[src/rtl/pwm_pkg.sv]
// Shared types and constants for the PWM duty sequencer.
package pwm_pkg;

  localparam int unsigned DUTY_W           = 4;
  localparam int unsigned DUTY_MAX_DEFAULT = 10;

  typedef enum logic [2:0] {
    MANUAL    = 3'd0,
    RAMP_UP   = 3'd1,
    HOLD_TOP  = 3'd2,
    RAMP_DOWN = 3'd3,
    HOLD_BOT  = 3'd4
  } state_e;

endpackage

[src/rtl/pwm_tick_gen.sv]
// Step-tick generator: one-cycle tick every STEP_TICKS enabled cycles, counter held at 0 when disabled.
module pwm_tick_gen #(
  parameter int unsigned STEP_TICKS = 25000000
) (
  input  logic clk,
  input  logic rst_n,
  input  logic en_i,
  output logic tick_o
);

  localparam int unsigned CNT_W = (STEP_TICKS > 1) ? $clog2(STEP_TICKS) : 1;
  localparam logic [CNT_W-1:0] CNT_LAST = CNT_W'(STEP_TICKS - 1);

  logic [CNT_W-1:0] cnt_q, cnt_d;

  always_comb begin
    cnt_d  = cnt_q;
    tick_o = 1'b0;
    if (!en_i) begin
      cnt_d = '0;
    end else if (cnt_q == CNT_LAST) begin
      cnt_d  = '0;
      tick_o = 1'b1;
    end else begin
      cnt_d = cnt_q + 1'b1;
    end
  end

  always_ff @(posedge clk or negedge rst_n) begin
    if (!rst_n) cnt_q <= '0;
    else        cnt_q <= cnt_d;
  end

endmodule

[src/rtl/pwm_duty_sequencer.sv]
// Duty-step sequencer: manual inc/dec or automatic triangle ramp with end-point dwell;
// the applied duty only follows the target at PWM period boundaries.
module pwm_duty_sequencer
  import pwm_pkg::*;
#(
  parameter int unsigned DUTY_MAX   = DUTY_MAX_DEFAULT,
  parameter int unsigned STEP_TICKS = 25000000,
  parameter int unsigned HOLD_STEPS = 4
) (
  input  logic              clk,
  input  logic              rst_n,
  input  logic              inc_pulse,
  input  logic              dec_pulse,
  input  logic              ramp_en,
  input  logic              period_end,
  output logic [DUTY_W-1:0] duty,
  output logic              duty_upd,
  output logic [2:0]        state
);

  localparam logic [DUTY_W-1:0] DMAX = DUTY_W'(DUTY_MAX);
  localparam logic [DUTY_W-1:0] DMID = DUTY_W'(DUTY_MAX / 2);
  localparam logic [DUTY_W-1:0] ONE  = DUTY_W'(1);
  localparam int unsigned       HOLD_W = (HOLD_STEPS > 1) ? $clog2(HOLD_STEPS) : 1;
  localparam logic [HOLD_W-1:0] HOLD_LAST = HOLD_W'((HOLD_STEPS > 0) ? HOLD_STEPS - 1 : 0);

  state_e              state_q, state_d;
  logic [DUTY_W-1:0]   target_q, target_d;
  logic [DUTY_W-1:0]   applied_q, applied_d;
  logic                upd_q, upd_d;
  logic [HOLD_W-1:0]   hold_q, hold_d;
  logic                ramp_en_q;
  logic                tick;

  pwm_tick_gen #(
    .STEP_TICKS(STEP_TICKS)
  ) u_tick_gen (
    .clk    (clk),
    .rst_n  (rst_n),
    .en_i   (ramp_en),
    .tick_o (tick)
  );

  always_comb begin
    state_d   = state_q;
    target_d  = target_q;
    hold_d    = hold_q;
    // Applied register samples the pre-tick target, so a coinciding tick waits a period.
    applied_d = period_end ? target_q : applied_q;
    upd_d     = period_end && (target_q != applied_q);

    case (state_q)
      MANUAL: begin
        if (inc_pulse && !dec_pulse && (target_q < DMAX)) begin
          target_d = target_q + ONE;
        end else if (dec_pulse && !inc_pulse && (target_q != '0)) begin
          target_d = target_q - ONE;
        end
        if (ramp_en && !ramp_en_q) begin
          hold_d  = '0;
          state_d = (target_d == DMAX) ? HOLD_TOP : RAMP_UP;
        end
      end
      RAMP_UP: begin
        if (tick) begin
          if (target_q >= DMAX - ONE) begin
            target_d = DMAX;
            hold_d   = '0;
            state_d  = HOLD_TOP;
          end else begin
            target_d = target_q + ONE;
          end
        end
      end
      HOLD_TOP: begin
        if (tick) begin
          if (hold_q == HOLD_LAST) begin
            hold_d  = '0;
            state_d = RAMP_DOWN;
          end else begin
            hold_d = hold_q + 1'b1;
          end
        end
      end
      RAMP_DOWN: begin
        if (tick) begin
          if (target_q <= ONE) begin
            target_d = '0;
            hold_d   = '0;
            state_d  = HOLD_BOT;
          end else begin
            target_d = target_q - ONE;
          end
        end
      end
      HOLD_BOT: begin
        if (tick) begin
          if (hold_q == HOLD_LAST) begin
            hold_d  = '0;
            state_d = RAMP_UP;
          end else begin
            hold_d = hold_q + 1'b1;
          end
        end
      end
      default: begin
        state_d = MANUAL;
        hold_d  = '0;
      end
    endcase

    if ((state_q != MANUAL) && !ramp_en) begin
      state_d  = MANUAL;
      target_d = target_q;
      hold_d   = '0;
    end
  end

  // ramp_en_q resets high so a ramp_en already high at release is not taken as a rising edge.
  always_ff @(posedge clk or negedge rst_n) begin
    if (!rst_n) begin
      state_q   <= MANUAL;
      target_q  <= DMID;
      applied_q <= DMID;
      upd_q     <= 1'b0;
      hold_q    <= '0;
      ramp_en_q <= 1'b1;
    end else begin
      state_q   <= state_d;
      target_q  <= target_d;
      applied_q <= applied_d;
      upd_q     <= upd_d;
      hold_q    <= hold_d;
      ramp_en_q <= ramp_en;
    end
  end

  assign duty     = applied_q;
  assign duty_upd = upd_q;
  assign state    = state_q;

endmodule
[config.mk]
export PLATFORM = sky130hd
export DESIGN_NAME = pwm_duty_sequencer
export DESIGN_NICKNAME = d
export VERILOG_FILES = /design/src/rtl/pwm_pkg.sv /design/src/rtl/pwm_tick_gen.sv /design/src/rtl/pwm_duty_sequencer.sv
export SDC_FILE = /design/constraint.sdc
export NUM_CORES = 1
export LEC_CHECK = 0
export CAP_MARGIN = 15
export CORE_ASPECT_RATIO = 0.9
export CORE_MARGIN = 1
export CORE_UTILIZATION = 50
export CTS_BUF_LIST = sky130_fd_sc_hd__clkbuf_8
export DETAILED_ROUTE_END_ITERATION = 8
export PLACE_DENSITY = 0.77
export SLEW_MARGIN = 20
export SYNTH_ARGS = -nofsm -noshare
export SYNTH_HDL_FRONTEND = slang
export SYNTH_SLANG_ARGS = --single-unit
[constraint.sdc]
create_clock -name clk -period 4 [get_ports clk]
set_clock_uncertainty 0.05 [all_clocks]
set_input_delay 0.4 -clock clk [delete_from_list [all_inputs] [get_ports clk]]
set_output_delay 0.4 -clock clk [all_outputs]
set_load 0.01 [all_outputs]
==> reports/metrics.cfg, run 1 <==
[outcome]
status = complete, no violations

[power]
cellPowerDensity_nw_per_um2 = 597
ir_worst_vdd_v = 0.000417
p_leak_nw = 1.09

[global_routing]
grt_usage = 0.209
gr-usage-met1 = 0.303
grt_max_degree = 41
grt_pass1_wl_um = 7820
use_met2 = 0.307
antenna_found_initial = 0
grt_pass1_vias = 1674
met3_usage = 0.0522
grt_overflow = 0
grt-busiest-layer = met2

[job]
cap_violations = 0

[final_layout]
areaGrowthSynthToFinish_pct = 12.1
final_core_util = 0.589
mostFrequentLayoutCells = nor2_1 (37), dfrtp_1 (35), nand2_1 (18)
final_common_cell = nor2_1
fin_nets = 279
antenna_cells = 0
drive_gt1_frac = 0.101
fillers = 398

[floorplanning]
die_area_um2 = 5030
core_area_um2 = 4520
die_x_um = 74.6
die-height_um = 67.4
start_util = 0.526
rows = 23
ios = 14

[timing]
rsz0062_at_grt = no
period_minus_slack_ps = 2430
fmax_ghz = 0.411
fin_tns_setup_ps = 0
finalMaxSlewViolations = 0
finalSetupViolCount = 0
finalHoldWorstSlack_ps = 168
period_share = 0.608
worstMarginPinSlew_ps = 871
hold_violations = 0
slew_headroom = 0.420

[synth]
async_reset_ff_frac = 1.00
syn_area_um2 = 2370
synth_cells = 257
syn_area_per_cell_um2 = 9.24
ys_seq_area_frac = 0.424
synth_warnings = 0
synth-edff-count = 0
ys_ff_latch = 40
synth_ff_type = dfrtp_1
synth_nets = 269
synth_cell_types = 51

[route]
wl_um = 4680
num_vias = 1854
final_antenna_net_count = 0
drt_iter0_drc = 222
via_per_inst = 5.62
wire_per_inst_um = 14.2
route.detailed.drc = 0
dr.pass1.iters = 5

[worst_setup_path]
worstPathArrival_ps = 2550
r2r_slack_ps = 1570
crit_required_ps = 4110
crit_type = reg2reg
cp_max_fo = 10
end_kind = register
start_kind = register

[placement]
io_buffers = 13
routabilityCongestion = 0.888
hpwl_um = 3250

[clocking]
clk_pin_slew_ps = 80
numCtsBuffers = 5
cts-root-buf = clkbuf_8
post_cts_resized = 0
cts_max_level = 2
insertion_delay_ps = 290
clkSinkCount = 40
cts_setup_buffers = 0
cts_hold_buf = 0
cts_tree = built
clock_path_buffers = 2

[min_path]
hp-class = in2async

## state kept, by name, indices dropped and copies added, names as in the netlist
name and flops:
ramp_en_q 1, u_tick_gen.cnt_q 25, duty 4, state 3, target_q 4, hold_q 2
duty_upd 1
## Yosys cell counts, types with 5 or more instances
cell type,number,area [um2]
nor2_1,37,139
dfrtp_1,35,876
nand2_1,18,67.6
xor2_1,16,140
inv_1,13,48.8
nand3_1,13,65.1
o21ai_0,13,65.1
xnor2_1,13,114
clkbuf_1,10,37.5
nand4_1,7,43.8
and3_1,6,37.5
ha_1,6,75.1
nor3_1,6,30.0
dfstp_2,5,131
## path summary, 6_finish.rpt
kind	from	end	cells after the start
max	target_q[1]$_DFFE_PN0P_	state[0]$_DFFE_PN0P_	8
min	rst_n	u_tick_gen.cnt_q[3]$_DFF_PN0_	1
max reg2reg	target_q[1]$_DFFE_PN0P_	state[0]$_DFFE_PN0P_	8
min reg2reg	hold_q[1]$_DFFE_PN0P_	hold_q[1]$_DFFE_PN0P_	2
max in group asynchronous	rst_n	state[2]$_DFFE_PN0P_	1
min in group clk	hold_q[1]$_DFFE_PN0P_	hold_q[1]$_DFFE_PN0P_	2
## kinds of logic (layout without fill, tap and decap cells)
kind of cell / Yosys count / after routing / synth area share
mux: 4 / 4 / 0.0190
simple gates: 112 / 112 / 0.246
compound gates: 42 / 42 / 0.131
xor+xnor: 29 / 29 / 0.107
flops: 40 / 40 / 0.424
buf+inv: 24 / 35 / 0.0411
fa+ha+maj: 6 / 6 / 0.0316
## per-stage QoR
| stage | std cells | power [mW] | area, um2 | setup slack, ps |
|---|---|---|---|---|
| finish | 330 | 1.59 | 2660 | 1570 |
| global route | 330 | 1.70 | 2660 | 1370 |
| CTS | 330 | 1.59 | 2660 | 1570 |
| detailed placement | 322 | 1.23 | 2540 | 1580 |
| global placement | 322 | 1.22 | 2540 | 1580 |
| floorplan | 257 | 1.04 | 2370 | 1710 |
## power by group
part | total (mW) | switching, mW | internal, mW
clock network | 0.359 | 0.139 | 0.220
logic | 0.615 | 0.318 | 0.296
registers | 0.617 | 0.131 | 0.486
total | 1.59 | 0.588 | 1.00
## critical path, cell delays in order (launching register included)
cell and delay, ps:
dfrtp_1 480, inv_1 160, ha_1 160, or3b_2 500, a22oi_1 300, a22o_1 190
nand3_1 120, a221oi_1 270, a21oi_1 70
## routing by layer
layer | wire length (um) | part of all wire | up-vias
met4 | 27 | 0.0058 | 0
met2 | 2080 | 0.45 | 59
met1 | 2310 | 0.49 | 869
met3 | 256 | 0.055 | 2
met5 | 0 | 0 | -
li1 | - | - | 924
## cell type report
cell class / count / area (um2) / area share
multi-input combinational: 193 / 1270 / 0.477
sequential: 40 / 1010 / 0.378
timing repair buffer: 14 / 133 / 0.0498
clock buffer: 7 / 96.3 / 0.0362
tap: 62 / 77.6 / 0.0291
inverter: 13 / 48.8 / 0.0183
clock inverter: 1 / 30.0 / 0.0113
Power figures use the tool's default switching activity.
==> run 2: changes to the inputs <==
--- a/config.mk
+++ b/config.mk
@@ -11,7 +11,7 @@
 export CORE_UTILIZATION = 50
 export CTS_BUF_LIST = sky130_fd_sc_hd__clkbuf_8
 export DETAILED_ROUTE_END_ITERATION = 8
-export PLACE_DENSITY = 0.77
+export PLACE_DENSITY = 0.79
 export SLEW_MARGIN = 20
 export SYNTH_ARGS = -nofsm -noshare
 export SYNTH_HDL_FRONTEND = slang
==> constraint.sdc (replaced) <==
create_clock -name clk -period 1.95 [get_ports clk]
set_clock_uncertainty 0.05 [all_clocks]
set_input_delay 0.195 -clock clk [delete_from_list [all_inputs] [get_ports clk]]
set_output_delay 0.195 -clock clk [all_outputs]
set_load 0.01 [all_outputs]
==> run 2 against run 1 <==
Net effect: the run now ends with setup timing left; routed wire length increased by 14%; critical path type unchanged; cell area increased by 17%; critical endpoint is now state[1]$_DFFE_PN0P_; combinational power increased to 3.3 times the previous value; maximum frequency increased by 15%.
==> reports/metrics.cfg, run 2 (synthesis results as in run 1) <==
[outcome]
status = finished, violations left
violations = setup timing

[global_routing]
use_met2 = 0.348
grt-busiest-layer = met2
grt_overflow = 0
grt_pass1_vias = 1938
gr-usage-met1 = 0.330
grt_max_degree = 41
met3_usage = 0.0552
grt_pass1_wl_um = 8720
grt_usage = 0.234
antenna_found_initial = 0

[worst_setup_path]
path_cells = or4_4, nor4_4, a31o_1, o211ai_4, or4_1, nand4b_1
path_buf_inv = 0
cp_max_fo = 2
end_kind = register
path_delay_family = simple AND/OR/NAND/NOR gates
start_kind = register
worstPathArrival_ps = 2290
cpPeakStageDelay_ps = 540
crit_type = reg2reg
cpMaxStageDelayCell = or4_4
crit_required_ps = 2130

[power]
p_leak_nw = 1.33
cellPowerDensity_nw_per_um2 = 1190
power_mw = 3.69
ir_worst_vdd_v = 0.000883

[clocking]
cts_max_level = 2
insertion_delay_ps = 300
numCtsBuffers = 5
cts-root-buf = clkbuf_8
clk_pin_slew_ps = 80
clock_path_buffers = 2
cts_tree = built
clkSinkCount = 40

[timing]
period_share = 1.08
period_minus_slack_ps = 2110
rsz0062_at_grt = yes
finalSetupViolCount = 9
setup_ws_ps = -159
slew_headroom = 0.675
hold_violations = 0
worstMarginPinSlew_ps = 488
fmax_ghz = 0.474
finalMaxSlewViolations = 0

[final_layout]
stdcell_area_um2 = 3110
top_register = u_tick_gen.cnt_q
fin_nets = 328
antenna_cells = 0
final_common_cell = buf_4
drive_gt1_frac = 0.290
fillers = 335
largest_reg_flops = 25
areaGrowthSynthToFinish_pct = 31.0
mostFrequentLayoutCells = buf_4 (48), nor2_1 (35), dfrtp_1 (35)

[route]
via_per_inst = 5.53
final_antenna_net_count = 0
wl_um = 5320
num_vias = 2097
wire_per_inst_um = 14.0
dr.pass1.iters = 4
drt_iter0_drc = 159
route.detailed.drc = 0

[floorplanning]
ios = 14
die-height_um = 67.4
start_util = 0.526
die_area_um2 = 5030
die_x_um = 74.6
core_area_um2 = 4520
rows = 23

[placement]
io_buffers = 13
hpwl_um = 3750
preCtsSetupSlack_ps = -176
routabilityCongestion = 0.853
post_dp_cell_area_um2 = 2920

[min_path]
hp-class = in2async

[job]
cap_violations = 0

[run 2: cell count changes in the layout (fill, tap and decap cells not counted), sizes merged]
cell	before	now
inv	13	15
clkinv	0	1
clkbuf	7	5
bufinv	1	0
dlygate4sd3	0	1
buf	2	50
[run 2: path summary, 6_finish.rpt]
path,from,endpoint,slack [ps],cells past startpoint
max in group asynchronous,rst_n,target_q[2]$_DFFE_PN1P_,1060,3
min reg2reg,hold_q[1]$_DFFE_PN0P_,hold_q[1]$_DFFE_PN0P_,460,2
min,rst_n,u_tick_gen.cnt_q[17]$_DFF_PN0_,430,3
max,u_tick_gen.cnt_q[7]$_DFF_PN0_,state[1]$_DFFE_PN0P_,-160,6
max reg2reg,u_tick_gen.cnt_q[7]$_DFF_PN0_,state[1]$_DFFE_PN0P_,-160,6
min in group clk,hold_q[1]$_DFFE_PN0P_,hold_q[1]$_DFFE_PN0P_,460,2
[run 2: stage by stage]
step	hold WS, ps	TNS [ps]	std cells	util
3_3_place_gp	225	-439	366	0.646
2_1_floorplan	-151	-1140	257	-
4_1_cts	435	-754	378	0.676
6_report	427	-674	379	0.689
5_1_grt	463	-3060	379	0.689
3_5_place_dp	230	-756	366	0.646
[run 2: routing by layer]
| metal | routed length (um) | share of wire |
|---|---|---|
| met3 | 197 | 0.037 |
| met2 | 2450 | 0.46 |
| met1 | 2590 | 0.49 |
| met5 | 0 | 0 |
| met4 | 91 | 0.017 |
[run 2: timing repair]
action                                  in CTS  in global routing
pin swaps                                    5                  2
hold buffers                                 1                  0
buffers inserted                             3                  1
hold endpoints to repair                    35                  0
endpoints found under the setup margin      32                 34
gates resized for setup                      4                 12
[run 2: power by group]
| group | switching (mW) | total [mW] | internal, mW |
|---|---|---|---|
| Sequential | 0.126 | 1.12 | 0.996 |
| Clock | 0.285 | 0.530 | 0.245 |
| Combinational | 1.01 | 2.04 | 1.03 |
[run 2: area by class of cell]
class                      count  area (um2)  area share
tap                           62        77.6      0.0249
multi-input combinational    193        1380       0.444
clock inverter                 3        16.3     0.00523
sequential                    40        1010       0.324
inverter                      13        53.8      0.0173
timing repair buffer          63         507       0.163
clock buffer                   5        68.8      0.0221
[run 2: tightest hold or removal path, cell delays in order]
cell and delay (ps):
dlygate4sd3_1 520, buf_2 100, buf_4 420
==> run 3: changes to the inputs <==
--- a/config.mk
+++ b/config.mk
@@ -7,11 +7,10 @@
 export LEC_CHECK = 0
 export CAP_MARGIN = 15
 export CORE_ASPECT_RATIO = 0.9
-export CORE_MARGIN = 1
 export CORE_UTILIZATION = 50
 export CTS_BUF_LIST = sky130_fd_sc_hd__clkbuf_8
 export DETAILED_ROUTE_END_ITERATION = 8
-export PLACE_DENSITY = 0.79
+export PLACE_DENSITY = 0.81
 export SLEW_MARGIN = 20
 export SYNTH_ARGS = -nofsm -noshare
 export SYNTH_HDL_FRONTEND = slang
==> run 3 against run 2 <==
Net effect: the flow still finishes with violations (setup timing); utilization up 1.6 points; total power increased by 7.1%; sequential share of layout area down 0.73 points; critical path type unchanged; largest cell class unchanged.
==> reports/metrics.cfg, run 3 (synthesis results as in run 1) <==
[worst_setup_path]
crit_type = reg2reg
cpPeakStageDelay_ps = 550
end_kind = register
reg2reg_from = u_tick_gen.cnt_q[15]$_DFF_PN0_
r2r_slack_ps = -180
cp_max_fo = 2
path_delay_family = simple AND/OR/NAND/NOR gates
cp_num_cells = 6
path_buf_inv = 0
worstPathArrival_ps = 2310
start_kind = register
ff2ff_path_depth = 6
cpMaxStageDelayCell = or4b_4
path_cells = or4b_4, nor4_4, a31o_1, o211ai_4, or4_1, nand4b_1
worstReg2RegEnd = state[1]$_DFFE_PN0P_
crit_required_ps = 2130

[final_layout]
antenna_cells = 0
fin_nets = 330
final_cells = 381
areaGrowthSynthToFinish_pct = 34.0
top_register = u_tick_gen.cnt_q
largest_reg_flops = 25
stdcell_area_um2 = 3180
mostFrequentLayoutCells = buf_4 (46), nor2_1 (35), dfrtp_1 (35)
drive_gt1_frac = 0.298
final_core_util = 0.705
final_common_cell = buf_4

[power]
clkPwrFrac = 0.182
p_int_mw = 2.48
swShare = 0.373
ir_worst_vdd_v = 0.000885
comb_power_share = 0.531
cellPowerDensity_nw_per_um2 = 1240
p_seq_frac = 0.287
p_leak_nw = 1.36
switching_power_mw = 1.47

[route]
via_per_inst = 5.46
route.detailed.drc = 0
drt_iter0_drc = 216
num_vias = 2079
final_antenna_net_count = 0
wire_per_inst_um = 14.4
dr.pass1.iters = 4
wl_um = 5500

[clocking]
clk_pin_slew_ps = 80
cts-root-buf = clkbuf_8
clock_path_buffers = 2
clkSinkCount = 40
numCtsBuffers = 5
cts_max_level = 2
cts_tree = built
insertion_delay_ps = 300

[floorplanning]
die_area_um2 = 5030
core_area_um2 = 4520
die-height_um = 67.4
ios = 14
die_x_um = 74.6
rows = 23
start_util = 0.526

[placement]
routabilityCongestion = 0.873
post_dp_cell_area_um2 = 2930
hpwl_um = 3920
placed_cells = 366
io_buffers = 13

[global_routing]
antenna_found_initial = 0
grt_pass1_vias = 2021
grt_pass1_wl_um = 9150
grt_usage = 0.244
grt_max_degree = 29
grt_overflow = 0

[timing]
period_share = 1.09
finalSetupViolCount = 9
fin_tns_setup_ps = -850
hold_violations = 0
finalMaxSlewViolations = 0
worstMarginPinSlew_ps = 585
slew_headroom = 0.610
rsz0062_at_grt = yes
period_minus_slack_ps = 2130
setup_ws_ps = -179
fmax_ghz = 0.470
finalHoldWorstSlack_ps = 380

[outcome]
violations = setup timing
status = finished, violations left

[min_path]
hp-class = in2async

[job]
cap_violations = 0

-- run 3: changes by cell type in the layout (fill, tap and decap cells not counted), moves of 2 or more --
cell	before	now
nor3_2	3	1
o21ai_1	1	3
buf_4	48	46
inv_1	13	11
o21ai_0	12	10
buf_6	1	4
nor3_1	3	5
-- run 3: final cells by class --
cell class | count | area [um2]
clock buffer | 6 | 82.6
clock inverter | 2 | 38.8
fill | 338 | 1340
inverter | 13 | 53.8
multi-input combinational | 193 | 1380
sequential | 40 | 1010
tap | 62 | 77.6
timing repair buffer | 65 | 546
-- run 3: per-stage QoR --
step | power [mW] | setup WS [ps]
final | 3.96 | -179
after global routing | 4.19 | -270
after CTS | 3.81 | -179
after detailed placement | 3.01 | -196
after global placement | 2.96 | -119
after floorplan | 2.27 | -243
-- run 3: worst max-delay path by stage --
stage                                         startpoint                   end  slack [ps]
after CTS                  u_tick_gen.cnt_q[8]$_DFF_PN0_  state[1]$_DFFE_PN0P_        -180
after global placement     u_tick_gen.cnt_q[8]$_DFF_PN0_  state[1]$_DFFE_PN0P_        -120
after detailed placement   u_tick_gen.cnt_q[8]$_DFF_PN0_  state[1]$_DFFE_PN0P_        -200
after global routing      u_tick_gen.cnt_q[15]$_DFF_PN0_  state[1]$_DFFE_PN0P_        -270
after floorplan            u_tick_gen.cnt_q[8]$_DFF_PN0_  state[1]$_DFFE_PN0P_        -240
final                     u_tick_gen.cnt_q[15]$_DFF_PN0_  state[1]$_DFFE_PN0P_        -180
-- run 3: power by group through the flow --
stage	clock [mW]	combinational [mW]	sequential [mW]
global route	0.769	2.27	1.15
floorplan	0	1.11	1.16
finish	0.722	2.10	1.13
detailed placement	0	1.86	1.15
CTS	0.735	1.94	1.13
global placement	0	1.82	1.14
-- run 3: worst reg2reg max path, stage by stage, from the launching register on --
cell	delay [ps]
dfrtp_1	380
or4b_4	550
nor4_4	230
a31o_1	240
o211ai_4	90
or4_1	420
nand4b_1	110
-- run 3: repair_timing --
action / in CTS / in global routing
resized for setup: 5 / 14
hold buffers: 1 / 0
setup buffers: 3 / 5
setup endpoints to repair: 33 / 34
pin swaps: 2 / 4
endpoints found under the hold margin: 23 / 0
-- run 3: metal layers --
metal	track usage	vias to the layer above	part of all wire
li1	-	1025	-
met1	0.329	986	0.47
met2	0.389	57	0.47
met3	0.0552	11	0.045
met4	0.0778	0	0.016
met5	0	-	0
